`config.mk`:
```
export PLATFORM = sky130hd
export DESIGN_NAME = data_mem_responder
export DESIGN_NICKNAME = d
export VERILOG_FILES = /design/src/rtl/data_mem_responder.sv
export SDC_FILE = /design/constraint.sdc
export NUM_CORES = 2
export LEC_CHECK = 0
export BUFFER_PORTS_ARGS = -buffer_cell sky130_fd_sc_hd__buf_2
export CAP_MARGIN = 15
export CORE_MARGIN = 1
export CORE_UTILIZATION = 45
export DETAILED_ROUTE_END_ITERATION = 6
export PLACE_DENSITY = 0.66
export RECOVER_POWER = 50
export SKIP_LAST_GASP = 1
export SLEW_MARGIN = 25
export SYNTH_ARGS = -nofsm -noshare
export SYNTH_HDL_FRONTEND = slang
export SYNTH_SLANG_ARGS = --single-unit
```
`constraint.sdc`:
```
create_clock -name clk -period 11.6 [get_ports clk]
set_input_delay 1.16 -clock clk [delete_from_list [all_inputs] [get_ports clk]]
set_output_delay 1.16 -clock clk [all_outputs]
set_load 0.05 [all_outputs]
```
`src/rtl/data_mem_responder.sv`:
```
// Data-side memory responder for the single-cycle core: word RAM plus a small I/O page
// (cycle counter, TX FIFO, status). Optional counter gated by DMEM_CYCLE_COUNTER_EN.
module data_mem_responder #(
  parameter int unsigned AW         = 6,
  parameter int unsigned FIFO_DEPTH = 4
) (
  input  logic        clk,
  input  logic        reset,
  input  logic [31:0] a,
  input  logic [31:0] wd,
  input  logic        we,
  output logic [31:0] rd,
  output logic [31:0] out_data,
  output logic        out_valid,
  input  logic        out_ready
);

  localparam int unsigned PW        = (FIFO_DEPTH > 1) ? $clog2(FIFO_DEPTH) : 1;
  localparam int unsigned CW        = PW + 1;
  localparam int unsigned RAM_WORDS = 1 << AW;

  localparam logic [7:0] OFF_CYCLE  = 8'h00;
  localparam logic [7:0] OFF_TXDATA = 8'h04;
  localparam logic [7:0] OFF_STATUS = 8'h08;

  logic          io_sel;
  logic [7:0]    off;
  logic [AW-1:0] ram_idx;
  logic          ram_we;
  logic          tx_we;
  logic          status_we;

  logic [31:0]   mem [RAM_WORDS];
  logic [31:0]   fifo_mem [FIFO_DEPTH];
  logic [PW-1:0] wr_ptr;
  logic [PW-1:0] rd_ptr;
  logic [CW-1:0] count;
  logic          ovf;
  logic          full;
  logic          empty;
  logic          pop;
  logic          push;
  logic          ovf_set;

  logic [31:0]   cycle_rd;
  logic [31:0]   status_word;
  logic [31:0]   io_rd;

  // Address decode: the top 24 bits all-ones select the I/O page
  assign io_sel    = (a[31:8] == 24'hFFFFFF);
  assign off       = a[7:0];
  assign ram_idx   = a[AW+1:2];
  assign ram_we    = we && !io_sel;
  assign tx_we     = we && io_sel && (off == OFF_TXDATA);
  assign status_we = we && io_sel && (off == OFF_STATUS);

  assign full      = (count == CW'(FIFO_DEPTH));
  assign empty     = (count == '0);
  assign out_valid = !empty;
  assign out_data  = fifo_mem[rd_ptr];
  assign pop       = out_valid && out_ready;
  // A pop on the same edge frees the slot a full-FIFO push needs
  assign push      = tx_we && (!full || pop);
  assign ovf_set   = tx_we && full && !pop;

  always_ff @(posedge clk) begin
    if (ram_we) begin
      mem[ram_idx] <= wd;
    end
  end

  always_ff @(posedge clk or posedge reset) begin
    if (reset) begin
      wr_ptr <= '0;
      rd_ptr <= '0;
      count  <= '0;
      for (int i = 0; i < int'(FIFO_DEPTH); i++) begin
        fifo_mem[i] <= '0;
      end
    end else begin
      if (push) begin
        fifo_mem[wr_ptr] <= wd;
        wr_ptr           <= wr_ptr + PW'(1);
      end
      if (pop) begin
        rd_ptr <= rd_ptr + PW'(1);
      end
      if (push && !pop) begin
        count <= count + CW'(1);
      end else if (pop && !push) begin
        count <= count - CW'(1);
      end
    end
  end

  always_ff @(posedge clk or posedge reset) begin
    if (reset) begin
      ovf <= 1'b0;
    end else if (ovf_set) begin
      ovf <= 1'b1;
    end else if (status_we) begin
      ovf <= 1'b0;
    end
  end

`ifdef DMEM_CYCLE_COUNTER_EN
  logic        cycle_we;
  logic [31:0] cycle_cnt;

  assign cycle_we = we && io_sel && (off == OFF_CYCLE);

  // A CYCLE write overrides the free-running increment
  always_ff @(posedge clk or posedge reset) begin
    if (reset) begin
      cycle_cnt <= '0;
    end else if (cycle_we) begin
      cycle_cnt <= wd;
    end else begin
      cycle_cnt <= cycle_cnt + 32'd1;
    end
  end

  assign cycle_rd = cycle_cnt;
`else
  assign cycle_rd = '0;
`endif

  assign status_word = {21'b0, ovf, full, empty, 8'(count)};

  always_comb begin
    io_rd = '0;
    case (off)
      OFF_CYCLE:  io_rd = cycle_rd;
      OFF_STATUS: io_rd = status_word;
      default:    io_rd = '0;
    endcase
  end

  // Read-before-write: rd reflects contents ahead of this cycle's edge
  assign rd = io_sel ? io_rd : mem[ram_idx];

endmodule

```
==> results summary <==
The standby leakage power came out at 31.6 nW. The count of buffers added on input and output ports is 132. The die footprint came out at 0.190 mm2. The first detailed-routing pass took 6 iterations. The first-pass GRT wire length came out at 373000 um. The minimum setup slack in the final design is 3.31 ns.

The via count normalized by instance count came out at 6.62. The checks that failed: max-capacitance violations, max-slew violations. The number of enable-type register cells in the synthesized netlist is 2048. After routing, the total negative slack on setup checks comes to 0 ns. The number of placement rows came out at 159. The synthesized netlist occupies a cell area of 0.0849 mm2. The setup skew after layout came out at 0.0174 ns. In this run the horizontal extent of the chip is 436 um. The largest fanout on the critical path is 71. The setup violation total in the final timing report came out at 0. The post-place setup slack came out at 4.91 ns. In the post-synthesis netlist, the biggest area contributors are edfxtp_1, mux4_2, dfrtp_1, mux2i_1, mux2_2.

The relative max-transition margin is -196%. Synthesis inferred 2184 register bits. In the routed design, unresolved DRC markers number 0. The violation count after the first detailed-route iteration is 8879.

The initial antenna violation count came out at 15. The overall power consumption came out at 16.6 mW. TritonCTS built the clock tree. The area of the placeable core is 0.188 mm2. The slew at the pin with the worst max-slew slack is 4.44 ns.

Detailed routing inserted a total of 49.6k vias. Once placement completed, the tool counted placed cells totaling 7099. The instance area after placement is 0.0894 mm2. The worst hold margin came out at 0.489 ns. The final cell utilization of the core is 51.1%. Once detailed placement completed, the half-perimeter wirelength came to 148000 um.

The commonest cells after synthesis are edfxtp_1, mux2i_1, mux2_2. The number of max-slew violations in the final report came to 2446. The library cell with the highest instance count after synthesis is edfxtp_1. Wires add up to 270000 um. The count of antenna-violating nets left after detailed routing is 0.

The CTS sink count came out at 2184. In this run the deepest clock path goes through 3 buffers. The average wire per cell in the routed design is 36.1 um. The clock latency of the later-clocked register in the worst-skew pair is 0.86 ns.

The total grt overflow came out at 0. The number of standard cells in the final layout excluding fillers came out at 7484. The share of the clock period used by the worst path after layout came out at 71.4%. The top achievable clock speed is 121 MHz. The initial cell density of the core is 45.3%. The worst hold path class is reg2reg.

The instance count of the mapped netlist came out at 4609. Setup repair after global routing left no endpoint under its margin. Of all flip-flops after synthesis, the portion carrying an async set or reset was 6.23%. The critical path starts at a[4]. The weighted congestion at the end of routability-driven global placement is 0.871. The number of warnings issued by yosys came out at 0. The critical path data arrival time came out at 7.13 ns. Dividing total power by cell area gives a power density of 173 mW/mm2. The total number of nets in the final design is 4881. Measured along the y axis, the die boundary spans 436 um. The layout overhead on the synthesized area came out at 12.9%. The share of post-route cells with drive strength above 1 is 22.0%. The aggregate global-route resource usage came out at 27.9%. The clock tree root driver cell is clkbuf_16. Across the run, the number of max-cap violations was 37. For this run, the leading register cell type out of synthesis is edfxtp_1.

The net count of the mapped netlist came out at 4683. The via count of the first global-routing pass is 46.7k. The I/O pin total is 133. The count of cells resized by post-cts repair is 0. The number of clock buffers inserted by TritonCTS came out at 201. The count of buffers added by post-CTS timing repair for setup is 0.

The worst hold path begins at fifo_mem[42]. The worst setup path is launched from a primary input. The fraction of the yosys area taken by sequential cells came out at 76.4%. The hold violation count in the final report was 0.

The maximum resistive drop on vdd is 0.134 mV. The data required time at the worst endpoint is 10.44 ns. After synthesis, the netlist uses 70 different library cells. The area share of the largest cell type after synthesis came out at 72.4%. The number of levels the H-tree was split into is 4. The synthesized area per cell is 18.4 um2. Of all cell types, the one taking the most synthesized area is edfxtp_1. Buffers inserted to repair hold after CTS numbered 0. The critical path is of the in2out type. The post-route cell area came out at 0.0959 mm2. Clock-pin slew was measured on the worst setup and hold paths at 0.06 ns. In this run the critical register-to-register path is launched from rd_ptr[0]. After layout, the minimum clock period comes to 8.29 ns. STA classifies the critical path endpoint as a primary output. The maximum number of pins on one net before global-route repair came out at 105. The flow ran to the end, but the final reports show violations.
==> metal layers <==
metal / routed length (um) / vias to the layer above / GRT usage [%]
li1: - / 19400 / -
met1: 98500 / 25600 / 38.4
met2: 124000 / 3824 / 42.8
met3: 34300 / 667 / 6.34
met4: 13600 / 6 / 11.7
met5: 43 / - / 0
==> critical path, cell delays in order <==
cell and delay [ns]:
buf_8 0.28, inv_6 0.65, clkbuf_1 2.13, nor2_1 1.02, nand2_1 0.26, o21ai_0 0.20, o21ai_0 0.63, a41oi_1 0.34
buf_2 0.32
==> flip-flops by register name (all words and copies together), names as in the netlist <==
name and flops:
mem 2048, fifo_mem 128, count 3, rd_ptr 2, wr_ptr 2, ovf 1
==> power breakdown <==
part | internal (mW) | switching [mW] | total, mW
combinational | 0.311 | 0.796 | 1.11
clock | 3.80 | 2.96 | 6.76
sequential | 8.70 | 0.0471 | 8.75
==> final cells by class <==
cell class	instances	area, um2
antenna	3	7.51
clock buffer	242	5250
clock inverter	140	1420
fill	14800	91700
inverter	9	43.8
multi-input combinational	2090	19100
sequential	2184	64900
tap	2495	3120
timing repair buffer	321	2010
==> path summary, 6_finish.rpt <==
kind                                     end  slack (ns)  depth (start not counted)
worst max-delay path                  rd[27]        3.31                          9
worst min-delay path            fifo_mem[42]        0.49                          1
worst max register to register     rd_ptr[1]        8.52                          3
worst min register to register  fifo_mem[42]        0.49                          1
max in group asynchronous       fifo_mem[89]        6.15                          3
min in group asynchronous                ovf        1.16                          2
==> placed cells by master, fill, tap and decap left out, types with 101 or more instances in the layout <==
cell,synthesis,final
a21oi_1,101,101
o22ai_1,138,137
a221oi_1,226,226
edfxtp_1,2048,2048
mux4_2,156,156
dfrtp_1,136,134
buf_4,0,143
a22oi_1,124,124
nor2_1,153,116
mux2i_1,296,296
clkbuf_16,0,203
mux2_2,260,260
nand2_1,104,103
buf_2,50,125
==> kinds of logic (layout without fill, tap and decap cells) <==
kind of cell,Yosys count,in the layout,share of synthesized area (%)
compound gates,927,927,7.97
xor+xnor,6,6,0.0619
fa+ha+maj,6,6,0.0973
buf+inv,335,712,1.66
flops,2184,2184,76.4
mux,733,733,11.4
other cells,0,3,0
simple gates,418,418,2.37
(Power assumes the default switching activity.)
